<file path="src/rtl/score_disp_pkg.sv">
// Shared types and helpers for the score BCD display block.
//   state_t     : controller states (IDLE, CONVERT, DONE)
//   BCD_W       : bits per BCD digit
//   clog2       : width helper for the iteration counter
//   pri_onehot  : lowest-set-bit one-hot (bit 0 has highest priority)
//   digits_ok   : true when N digits can hold every SCORE_W-bit value
package score_disp_pkg;

    typedef enum logic [1:0] {
        IDLE    = 2'd0,
        CONVERT = 2'd1,
        DONE    = 2'd2
    } state_t;

    localparam int BCD_W = 4;

    function automatic int clog2(input int value);
        int w;
        w = 0;
        while ((1 << w) < value) begin
            w++;
        end
        return (w == 0) ? 1 : w;
    endfunction

    // Isolate the lowest set bit: x & -x. Callers size-cast the result.
    function automatic logic [31:0] pri_onehot(input logic [31:0] sel);
        return sel & (~sel + 32'd1);
    endfunction

    // 10**n_digits >= 2**score_w, with both powers saturated well below
    // the 64-bit limit so large parameters cannot wrap.
    function automatic bit digits_ok(input int score_w, input int n_digits);
        longint unsigned p10;
        longint unsigned p2;
        longint unsigned cap;
        cap = 64'h0100_0000_0000_0000;
        p10 = 1;
        p2  = 1;
        for (int i = 0; i < n_digits; i++) begin
            if (p10 < cap) p10 = p10 * 10;
        end
        for (int i = 0; i < score_w; i++) begin
            if (p2 < cap) p2 = p2 * 2;
        end
        return (p10 >= p2);
    endfunction

endpackage

</file>
<file path="src/rtl/bcd_dd_step.sv">
// One double-dabble iteration, purely combinational.
//   acc_in  : current packed BCD accumulator (digit k at [4k +: 4])
//   bin_msb : binary bit shifted into the accumulator LSB this iteration
//   acc_out : accumulator after per-nibble add-3 and a one-bit left shift
module bcd_dd_step
    import score_disp_pkg::*;
#(
    parameter int N_DIGITS = 4
) (
    input  logic [BCD_W*N_DIGITS-1:0] acc_in,
    input  logic                      bin_msb,
    output logic [BCD_W*N_DIGITS-1:0] acc_out
);

    logic [BCD_W*N_DIGITS-1:0] adj;

    // Nibbles are adjusted independently; a nibble >= 5 becomes <= 12,
    // so no carry ever crosses into the next digit.
    always_comb begin
        adj = acc_in;
        for (int k = 0; k < N_DIGITS; k++) begin
            if (acc_in[BCD_W*k +: BCD_W] >= 4'd5) begin
                adj[BCD_W*k +: BCD_W] = acc_in[BCD_W*k +: BCD_W] + 4'd3;
            end
        end
        acc_out = {adj[BCD_W*N_DIGITS-2:0], bin_msb};
    end

endmodule

</file>
<file path="src/rtl/score_bcd_display.sv">
// Score-to-BCD display encoder.
// Picks the lowest-index requesting team, converts its binary score to
// packed BCD with a sequential double-dabble engine (one bit per clock) and
// presents digits, team one-hot and a leading-zero blank mask with a
// one-cycle valid pulse.
//   clk, rst    : clock and synchronous active-high reset
//   sel         : per-team request levels, bit 0 highest priority
//   scores      : flat score bus, team i at [i*SCORE_W +: SCORE_W]
//   clear       : synchronous display clear / conversion abort
//   busy        : conversion in flight
//   valid       : one-cycle pulse with new bcd/team_onehot/blank
//   bcd         : packed BCD digits, digit 0 = ones
//   team_onehot : team currently displayed
//   blank       : leading-zero mask, bit 0 always 0
module score_bcd_display
    import score_disp_pkg::*;
#(
    parameter int N_TEAMS    = 3,
    parameter int SCORE_W    = 10,
    parameter int N_DIGITS   = 4,
    parameter bit BLANK_LEAD = 1'b1
) (
    input  logic                      clk,
    input  logic                      rst,
    input  logic [N_TEAMS-1:0]        sel,
    input  logic [N_TEAMS*SCORE_W-1:0] scores,
    input  logic                      clear,
    output logic                      busy,
    output logic                      valid,
    output logic [BCD_W*N_DIGITS-1:0] bcd,
    output logic [N_TEAMS-1:0]        team_onehot,
    output logic [N_DIGITS-1:0]       blank
);

    if (!digits_ok(SCORE_W, N_DIGITS)) begin : g_digits_chk
        $fatal(1, "score_bcd_display: N_DIGITS too small for SCORE_W");
    end

    localparam int CNT_W = clog2(SCORE_W + 1);
    localparam logic [CNT_W-1:0] CNT_LAST = CNT_W'(SCORE_W - 1);
    // Idle mask shows a lone '0' in the ones position.
    localparam logic [N_DIGITS-1:0] BLANK_RST =
        BLANK_LEAD ? ~N_DIGITS'(1) : '0;

    function automatic logic [N_DIGITS-1:0] blank_of(
        input logic [BCD_W*N_DIGITS-1:0] d
    );
        logic all_zero;
        blank_of = '0;
        all_zero = 1'b1;
        for (int k = N_DIGITS - 1; k >= 1; k--) begin
            all_zero    = all_zero & (d[BCD_W*k +: BCD_W] == 4'd0);
            blank_of[k] = all_zero;
        end
    endfunction

    state_t                    state;
    logic [SCORE_W-1:0]        bin_sr;
    logic [BCD_W*N_DIGITS-1:0] acc;
    logic [BCD_W*N_DIGITS-1:0] acc_next;
    logic [CNT_W-1:0]          cnt;
    logic [N_TEAMS-1:0]        pend_team;
    logic [N_TEAMS-1:0]        sel_onehot;
    logic [SCORE_W-1:0]        sel_score;

    assign sel_onehot = N_TEAMS'(pri_onehot(32'(sel)));

    // Walk downward so the lowest requesting index is the one that sticks.
    always_comb begin
        sel_score = '0;
        for (int i = N_TEAMS - 1; i >= 0; i--) begin
            if (sel[i]) sel_score = scores[i*SCORE_W +: SCORE_W];
        end
    end

    bcd_dd_step #(
        .N_DIGITS (N_DIGITS)
    ) u_step (
        .acc_in  (acc),
        .bin_msb (bin_sr[SCORE_W-1]),
        .acc_out (acc_next)
    );

    always_ff @(posedge clk) begin
        valid <= 1'b0;
        if (rst || clear) begin
            state       <= IDLE;
            busy        <= 1'b0;
            bcd         <= '0;
            team_onehot <= '0;
            blank       <= BLANK_RST;
            bin_sr      <= '0;
            acc         <= '0;
            cnt         <= '0;
            pend_team   <= '0;
        end else begin
            case (state)
                // Capture: latch score and team, start the engine.
                IDLE: begin
                    if (|sel) begin
                        bin_sr    <= sel_score;
                        pend_team <= sel_onehot;
                        acc       <= '0;
                        cnt       <= '0;
                        busy      <= 1'b1;
                        state     <= CONVERT;
                    end
                end
                // Iterate: one add-3/shift per edge, SCORE_W edges total.
                CONVERT: begin
                    acc    <= acc_next;
                    bin_sr <= bin_sr << 1;
                    cnt    <= cnt + CNT_W'(1);
                    if (cnt == CNT_LAST) state <= DONE;
                end
                // Publish: registered outputs plus the valid pulse.
                DONE: begin
                    bcd         <= acc;
                    team_onehot <= pend_team;
                    blank       <= BLANK_LEAD ? blank_of(acc) : '0;
                    valid       <= 1'b1;
                    busy        <= 1'b0;
                    state       <= IDLE;
                end
                default: begin
                    state <= IDLE;
                    busy  <= 1'b0;
                end
            endcase
        end
    end

endmodule

</file>
<file path="config.mk">
export PLATFORM = sky130hd
export DESIGN_NAME = score_bcd_display
export DESIGN_NICKNAME = d
export VERILOG_FILES = /design/src/rtl/score_disp_pkg.sv /design/src/rtl/bcd_dd_step.sv /design/src/rtl/score_bcd_display.sv
export SDC_FILE = /design/constraint.sdc
export NUM_CORES = 1
export LEC_CHECK = 0
export ABC_AREA = 1
export BUFFER_PORTS_ARGS = -buffer_cell sky130_fd_sc_hd__buf_2
export CAP_MARGIN = 20
export CORE_UTILIZATION = 58
export CTS_CLUSTER_SIZE = 20
export DETAILED_ROUTE_END_ITERATION = 10
export PLACE_DENSITY = 0.83
export SLEW_MARGIN = 30
export SYNTH_ARGS = -nofsm -noshare
export SYNTH_HDL_FRONTEND = slang
export SYNTH_SLANG_ARGS = --single-unit
</file>
<file path="constraint.sdc">
create_clock -name clk -period 1.86 [get_ports clk]
set_input_delay 0.372 -clock clk [delete_from_list [all_inputs] [get_ports clk]]
set_output_delay 0.372 -clock clk [all_outputs]
set_load 0.05 [all_outputs]
</file>
==> results.yml, run 1 <==
power_and_ir_drop:
  comb_power_share: 0.082
  p_int_mw: 2.07
  power_mw: 2.68
  ir_drop_mv: 0.614
  switchingPower_mw: 0.615
  powerDensity_nw_per_um2: 783
  switching_share: 0.229
  p_leak_nw: 1.60
  power_frac_clock: 0.437
  p_seq_frac: 0.481
timing:
  finalHoldViolCount: 0
  fin_crit_sh: 0.792
  drv_slew: 0
  fmax_mhz: 679
  whs_ns: 0.354
  tns_ns: 0
  rsz0062_at_grt: "no"
  clock_skew_ns: 0.00670
  fin_ws_ns: 0.387
  fin_crit_ns: 1.47
  finalSetupViolCount: 0
routing:
  drt_iter0_drc: 135
  first_pass_iters: 4
  drcViolationCount: 0
  wl_microns: 6350
  wire_per_inst_microns: 11.7
  viasPerCell: 5.24
  ant_nets: 0
  vias: 2847
worst_setup_path:
  endpoint_kind: "flop"
  path_delay_family: "flip-flops"
  critical-path-slowest-cell: "dfxtp_1"
  startpoint_type: "flop"
  critical_path.cell_chain: "nand2_1 > inv_1 > buf_4 > o21ai_0 > a21oi_1"
  crit_type: "reg -> reg"
  cpPeakStageDelay_ns: 0.41
  path_buf_inv: 2
  rr_startpoint: "state[1]"
  cp.arrival_ns: 1.73
  rrSetupSlack_ns: 0.39
  worstSetupStartpoint: "state[1]"
  worstPathRequired_ns: 2.12
  cp_max_fo: 31
cells_and_area:
  area_growth_pct: 18.1
  finalInstanceArea_sq_um: 3430
  nets: 521
  fin_cells: 543
  drive_above_1_share: 0.193
  antenna_cells: 0
  post-route-util: 0.716
synthesis:
  yosysSeqAreaShare: 0.407
  ys_types: 28
  netlist_top_cells_area: "dfxtp_1 41%, nand2_1 13%, nand3_1 7.2%"
  syn-num-nets: 462
  yosysTopAreaCellShare: 0.407
  yosys.cell_count.top_type: "nand2_1"
  ys_ff_latch: 59
  synth-main-ff-cell: "dfxtp_1"
  syn_avg_cell_area_sq_um: 7.01
  synth_area_sq_um: 2900
  async_flop_share: 0
  synth_largest_area_cell: "dfxtp_1"
  synth_warnings: 0
  synth-edff-count: 0
  synth_common_cells: "103 x nand2_1, 59 x dfxtp_1, 44 x inv_1"
  synth_cells: 414
clock_network:
  cts_buffer_depth: 2
  path_clk_slew_ns: 0.06
  clock_latency_ns: 0.34
  cts_hold_buffers: 0
  cts_root_buf: "clkbuf_8"
  htreeDepth: 3
  postCtsSetupRepairBufs: 0
  cts_tree: "done"
  numCtsBuffers: 9
  cts_resized: 0
  cts_sinks: 59
die:
  rows: 25
  die_x_microns: 72.8
  die_y_microns: 72.8
  core_area_sq_um: 4790
  dieArea_sq_um: 5290
  start_util: 0.607
  io_pins: 61
placement:
  dpl-instance-area_sq_um: 3230
  port_buffers: 59
  dpl.hpwl_microns: 4500
  dp_worst_setup_slack_ns: 0.310
  place_inst: 529
  gp_congestion: 0.833
flow_run:
  maxCapViolations: 0
run_status:
  status: "complete, no violations"
grt:
  grt_max_degree: 32
  grt_overflow: 0
  first_global_vias: 2581
  groute.usage.overall: 0.263
  grt_pass1_wl_microns: 10800
  antenna_found_initial: 0
hold_path:
  min_from: "sel[1]"
  hold_class: "in -> reg"
kinds of logic after synthesis:
| kind of cell | synth area share |
|---|---|
| fa+ha+maj | 0.0517 |
| buf+inv | 0.0913 |
| simple gates | 0.318 |
| xor+xnor | 0.00302 |
| flops | 0.407 |
| compound gates | 0.128 |
| other cells | 0.00129 |
layout make-up:
| type | count | area [sq um] |
|---|---|---|
| clock buffer | 12 | 165 |
| clock inverter | 2 | 35.0 |
| fill | 429 | 1360 |
| inverter | 46 | 173 |
| multi-input combinational | 293 | 1460 |
| sequential | 59 | 1180 |
| tap | 67 | 83.8 |
| timing repair buffer | 64 | 333 |
layout by cell type, fill, tap and decap left out, drive strengths merged:
cell    instances
nor3            1
nand3          42
a22oi           1
or2             2
o21ai          37
inv            46
dfxtp          59
conb            1
nand2         107
o211ai          3
xor2            1
clkinv          1
a21oi          30
ha             12
nand4           9
clkbuf         12
o31ai           1
nor2           46
buf            64
bufinv          1
path summary, 6_finish.rpt:
| path | to | cells after the start |
|---|---|---|
| worst max-delay path | bcd[1] | 5 |
| worst min-delay path | pend_team[1] | 3 |
| worst max register to register | bcd[1] | 5 |
| worst min register to register | bin_sr[0] | 2 |
per-layer routing:
metal  wire, microns  share of wire  vias to the layer above  GRT usage
li1                -              -                     1449          -
met1            2770           0.44                     1305      0.303
met2            3150           0.50                       81      0.457
met3             327          0.051                       12     0.0787
met4             104          0.016                        0      0.102
met5               0              0                        -          0
sequential cells by signal (all words and copies together), names as in the netlist:
name,count
acc,16
state,2
blank,3
busy,1
team_onehot,3
pend_team,3
bin_sr,10
cnt,4
valid,1
bcd,16
power by group through the flow:
stage / Combinational, mW / Clock, mW / Sequential [mW]
3_5_place_dp: 0.219 / 0 / 1.32
5_1_grt: 0.248 / 1.24 / 1.29
3_3_place_gp: 0.214 / 0 / 1.32
6_report: 0.220 / 1.17 / 1.29
2_1_floorplan: 0.147 / 0 / 1.32
4_1_cts: 0.221 / 1.19 / 1.29
worst min-delay path: stages:
cell	delay (ns)
buf_2	0.11
inv_1	0.08
o31ai_1	0.08
Power figures use the tool's default switching activity.
==> run 2: changes to the inputs <==
--- a/config.mk
+++ b/config.mk
@@ -8,10 +8,10 @@
 export ABC_AREA = 1
 export BUFFER_PORTS_ARGS = -buffer_cell sky130_fd_sc_hd__buf_2
 export CAP_MARGIN = 20
-export CORE_UTILIZATION = 58
+export CORE_UTILIZATION = 49
 export CTS_CLUSTER_SIZE = 20
 export DETAILED_ROUTE_END_ITERATION = 10
-export PLACE_DENSITY = 0.83
+export PLACE_DENSITY = 0.75
 export SLEW_MARGIN = 30
 export SYNTH_ARGS = -nofsm -noshare
 export SYNTH_HDL_FRONTEND = slang
==> constraint.sdc (replaced) <==
create_clock -name clk -period 1.3 [get_ports clk]
set_input_delay 0.26 -clock clk [delete_from_list [all_inputs] [get_ports clk]]
set_output_delay 0.26 -clock clk [all_outputs]
set_load 0.05 [all_outputs]
==> run 2 against run 1 <==
Global-route usage is 2.9 points lower; die area increased by 18%; routed wire length up 6.9%; cell count up 5.0%; combinational power up 56%; worst setup slack lost 0.31 ns; count of clock-buffer cells in the layout increased by 1; core utilization is 6.7 points lower; largest cell class unchanged.
==> results.yml, run 2 (same netlist as run 1, synthesis figures left out) <==
hold_path:
  worstHoldEndpoint: "pend_team[1]"
  hold_class: "in -> reg"
  min_from: "sel[1]"
  hold_path_depth: 3
routing:
  wl_microns: 6790
  ant_nets: 0
  drcViolationCount: 0
  viasPerCell: 5.03
  vias: 2867
  drt_iter0_drc: 167
  wire_per_inst_microns: 11.9
  first_pass_iters: 4
cells_and_area:
  top_regs: "acc: 16 flops, bcd: 16 flops, bin_sr: 10 flops"
  mostFrequentLayoutCells: "98 x nand2_1, 59 x buf_2, 52 x dfxtp_1"
  antenna_cells: 0
  post-route-util: 0.650
  fin_cells: 570
  area_growth_pct: 25.5
  nets: 542
  drive_above_1_share: 0.273
  final_common_cell: "nand2_1"
clock_network:
  path_clk_slew_ns: 0.06
  cts_sinks: 59
  cts_buffer_depth: 2
  htreeDepth: 3
  cts_tree: "done"
  numCtsBuffers: 9
  clock_latency_ns: 0.33
  cts_root_buf: "clkbuf_8"
timing:
  fin_crit_ns: 1.22
  fmax_mhz: 817
  drv_slew: 0
  fin_crit_sh: 0.942
  whs_ns: 0.243
  fin_ws_ns: 0.0754
  clock_skew_ns: 0.00680
  finalSetupViolCount: 0
  finalHoldViolCount: 0
placement:
  port_buffers: 59
  dpl.hpwl_microns: 4820
  dp_worst_setup_slack_ns: 0.00328
  place_inst: 554
  gp_congestion: 0.823
grt:
  grt_max_degree: 32
  grt_overflow: 0
  first_global_vias: 2715
  grt_pass1_wl_microns: 11500
  antenna_found_initial: 0
  groute.usage.overall: 0.234
die:
  dieArea_sq_um: 6240
  io_pins: 61
  start_util: 0.518
  die_y_microns: 79.0
  core_area_sq_um: 5610
  rows: 27
  die_x_microns: 79.0
worst_setup_path:
  worstRegToRegCells: 8
  rrSetupSlack_ns: 0.08
  cpPeakStageDelay_ns: 0.34
  endpoint_kind: "flop"
  rr_startpoint: "acc[8]"
  worstPathRequired_ns: 1.52
  critical_path.cell_chain: "inv_1 > ha_1 > inv_1 > nand2_2 > nand3_2 > nand2_1 > o211ai_1 > nand2_1"
  startpoint_type: "flop"
  cp_max_fo: 4
  crit_type: "reg -> reg"
  cp.arrival_ns: 1.44
  r2r-end: "acc[10]"
  critical-path-slowest-cell: "dfxtp_2"
run_status:
  status: "complete, no violations"
power_and_ir_drop:
  powerDensity_nw_per_um2: 1010
  ir_drop_mv: 0.667
  p_leak_nw: 1.72
flow_run:
  maxCapViolations: 0
## run 2: layer usage
metal	global-route usage	share of wire	wire [microns]
met2	0.405	0.50	3390
met4	0.104	0.019	127
met1	0.261	0.43	2910
met3	0.0759	0.052	356
met5	0	0	0
## run 2: area by class of cell
type	count	area (sq um)
well taps	72	90.1
multi-input cells	293	1510
flip-flops and latches	59	1190
clock inverters	2	10.0
clock buffers	13	169
inverters	46	175
repair buffers	85	503
fillers	509	1960
## run 2: worst max-delay path by stage
stage,startpoint,slack [ns],end,depth (start not counted)
floorplan,acc[0],0.12,acc[4],9
global placement,acc[4],0.05,acc[5],8
detailed placement,acc[1],0.003,acc[4],9
CTS,acc[4],0.005,acc[6],8
global route,acc[8],-0.04,acc[10],8
finish,acc[8],0.08,acc[10],8
## run 2: repair_timing
action | CTS | global route
setup endpoints to repair | 2 | 25
pin swaps | 0 | 5
gates resized for setup | 1 | 24
hold buffers | 0 | 0
buffers inserted | 0 | 1
hold endpoints to repair | 0 | 0
## run 2: report_power, final
group          switching, mW  total (mW)  internal, mW
Clock                  0.677        1.51         0.831
Combinational          0.210       0.344         0.134
Sequential            0.0131        1.85          1.83
## run 2: worst max-delay path, delay by kind of cell, from the launching register on
family                     cells  cell delay (ns)
buffers and inverters          2             0.15
adders and majority gates      1             0.18
DFF                            1             0.34
AOI/OAI and AO/OA              1             0.09
and+or+nand+nor                4             0.34
## run 2: metrics by stage
stage | power, mW | cell area, sq um | TNS, ns
2_1_floorplan | 2.10 | 2900 | 0
4_1_cts | 3.72 | 3580 | 0
3_3_place_gp | 2.22 | 3400 | 0
5_1_grt | 3.86 | 3640 | -0.0719
3_5_place_dp | 2.23 | 3400 | 0
6_report | 3.70 | 3640 | 0
==> run 3: changes to the inputs <==
--- a/config.mk
+++ b/config.mk
@@ -5,13 +5,12 @@
 export SDC_FILE = /design/constraint.sdc
 export NUM_CORES = 1
 export LEC_CHECK = 0
-export ABC_AREA = 1
-export BUFFER_PORTS_ARGS = -buffer_cell sky130_fd_sc_hd__buf_2
 export CAP_MARGIN = 20
-export CORE_UTILIZATION = 49
+export CORE_UTILIZATION = 56
 export CTS_CLUSTER_SIZE = 20
 export DETAILED_ROUTE_END_ITERATION = 10
-export PLACE_DENSITY = 0.75
+export DONT_BUFFER_PORTS = 1
+export PLACE_DENSITY = 0.73
 export SLEW_MARGIN = 30
 export SYNTH_ARGS = -nofsm -noshare
 export SYNTH_HDL_FRONTEND = slang
==> run 3 against run 2 <==
The flow now finishes with violations (setup timing); global-route usage grew 4.2 points; clock power grew 11%; non-clock buffer count shrank 20; core utilization grew 14 points.
==> results.yml, run 3 <==
routing:
  drcViolationCount: 0
  drt_iter0_drc: 175
  wire_per_inst_microns: 15.6
  first_pass_iters: 4
  wl_microns: 7250
  viasPerCell: 5.78
  ant_nets: 0
  vias: 2688
cells_and_area:
  nets: 441
  final_common_cell: "buf_4"
  top_regs: "acc: 16 flops, bcd: 16 flops, bin_sr: 10 flops"
  drive_above_1_share: 0.329
  seqCellArea_sq_um: 1200
  mostFrequentLayoutCells: "54 x buf_4, 49 x dfxtp_1, 47 x nand2_1"
  antenna_cells: 0
  fin_cells: 465
  multi_input_area_sq_um: 1640
  area_growth_pct: 34.4
  fill_cells: 322
  finalInstanceArea_sq_um: 3750
synthesis:
  ys_types: 36
  yosysTopAreaCellShare: 0.424
  syn-num-nets: 389
  synth-main-ff-cell: "dfxtp_1"
  ys_ff_latch: 59
  synth_cells: 341
  netlist_top_cells_area: "dfxtp_1 42%, a21oi_1 7.7%, nand3_1 6.8%"
  syn_avg_cell_area_sq_um: 8.17
  yosysSeqAreaShare: 0.424
  synth_common_cells: "59 x dfxtp_1, 48 x nand2_1, 43 x a21oi_1"
  async_flop_share: 0
  synth_largest_area_cell: "dfxtp_1"
  synth-edff-count: 0
  synth_area_sq_um: 2790
  synth_warnings: 0
  yosys.cell_count.top_type: "dfxtp_1"
power_and_ir_drop:
  switching_share: 0.243
  p_seq_frac: 0.482
  power_frac_clock: 0.436
  p_int_mw: 2.89
  powerDensity_nw_per_um2: 1020
  comb_power_share: 0.082
  ir_drop_mv: 0.760
  switchingPower_mw: 0.927
  p_leak_nw: 1.41
flow_run:
  maxCapViolations: 0
timing:
  rsz0062_at_grt: "yes"
  fin_crit_sh: 1.01
  clock_skew_ns: 0.0101
  finalHoldViolCount: 0
  fin_crit_ns: 1.31
  fin_ws_ns: -0.00984
  whs_ns: 0.105
  finalSetupViolCount: 2
  relSlewSlack: 0.555
  drv_slew: 0
  fmax_mhz: 763
  tightest_slew_ns: 0.666
hold_path:
  min_from: "sel[1]"
  hold_class: "in -> reg"
  hold_path_depth: 2
  worstHoldEndpoint: "pend_team[2]"
clock_network:
  cts_buffer_depth: 2
  numCtsBuffers: 9
  htreeDepth: 3
  cts_tree: "done"
  clock_latency_ns: 0.33
  cts_hold_buffers: 0
  cts_root_buf: "clkbuf_8"
  path_clk_slew_ns: 0.07
  cts_sinks: 59
worst_setup_path:
  worstRegToRegCells: 6
  rr_startpoint: "acc[13]"
  worstPathRequired_ns: 1.52
  r2r-end: "acc[14]"
  endpoint_kind: "flop"
  cp.arrival_ns: 1.53
  cp_max_fo: 4
  startpoint_type: "flop"
  rrSetupSlack_ns: -0.01
  crit_type: "reg -> reg"
grt:
  grt_pass1_wl_microns: 11100
  groute.usage.overall: 0.277
  grt_overflow: 0
  grt_max_degree: 35
  first_global_vias: 2546
  antenna_found_initial: 0
die:
  io_pins: 61
  die_x_microns: 72.6
  core_area_sq_um: 4750
  rows: 25
  dieArea_sq_um: 5260
  start_util: 0.586
  die_y_microns: 72.6
run_status:
  status: "complete, but fails checks"
  violations: "setup timing"
placement:
  port_buffers: 0
  dpl.hpwl_microns: 4600
  dpl-instance-area_sq_um: 3260
  dp_worst_setup_slack_ns: -0.113
  place_inst: 441
  gp_congestion: 0.847
run 3: changes by cell type after synthesis, moves of 11 or more:
| cell | delta |
|---|---|
| a21oi_1 | +13 |
| inv_1 | -34 |
| nand2_1 | -55 |
| nor2_1 | -16 |
| o21ai_0 | -24 |
| o31ai_1 | +11 |
run 3: repair_timing:
item                       CTS  global route
cloned                       1             1
pin swaps                    4            13
setup endpoints to repair   14            21
gates resized for setup     18            39
buffers inserted             6             2
run 3: logic make-up after synthesis:
kind of cell / after synthesis / synth area share
XOR/XNOR: 4 / 0.0126
AO/OA/AOI/OAI: 88 / 0.202
adder cells (fa/ha/maj): 12 / 0.0539
other: 1 / 0.00135
AND/OR/NAND/NOR: 143 / 0.242
flip-flops: 59 / 0.424
buffers and inverters: 34 / 0.0637
run 3: how the worst max path moves through the flow:
stage	startpoint	endpoint	depth (start not counted)
after floorplan	sel[0]	acc[10]	6
after global placement	state[1]	bin_sr[9]	5
after detailed placement	acc[5]	acc[6]	6
after CTS	acc[13]	acc[14]	6
after global routing	acc[12]	acc[14]	6
final	acc[13]	acc[14]	6
run 3: power groups by stage:
stage                     combinational, mW  clock, mW  sequential [mW]
after floorplan                       0.213          0             1.89
after global placement                0.278          0             1.89
after detailed placement              0.281          0             1.89
after CTS                             0.297       1.68             1.85
after global routing                  0.338       1.76             1.84
final                                 0.313       1.67             1.84
run 3: critical path, stage by stage, from the launching register on:
cell	delay [ns]
dfxtp_2	0.34
inv_4	0.07
ha_4	0.13
nand2b_4	0.12
a21oi_4	0.06
and3_4	0.18
a311o_1	0.30
run 3: cell type report:
type | count | area share
clock buffers | 11 | 0.0377
clock inverters | 5 | 0.0140
inverters | 10 | 0.0114
multi-input cells | 248 | 0.437
flip-flops and latches | 59 | 0.321
well taps | 67 | 0.0224
repair buffers | 65 | 0.157
run 3: stage by stage:
stage	setup TNS, ns	total power [mW]	util
6_report	-0.0103	3.82	0.788
5_1_grt	-0.258	3.94	0.788
3_5_place_dp	-0.705	2.17	0.686
2_1_floorplan	-1.25	2.10	-
3_3_place_gp	-0.364	2.16	0.686
4_1_cts	0	3.82	0.748
run 3: per-layer routing:
layer	track usage	up-vias	wire, microns
met5	0	-	0
met4	0.135	0	106
met3	0.0639	10	353
met2	0.496	93	3870
met1	0.306	1279	2920
li1	-	1306	-
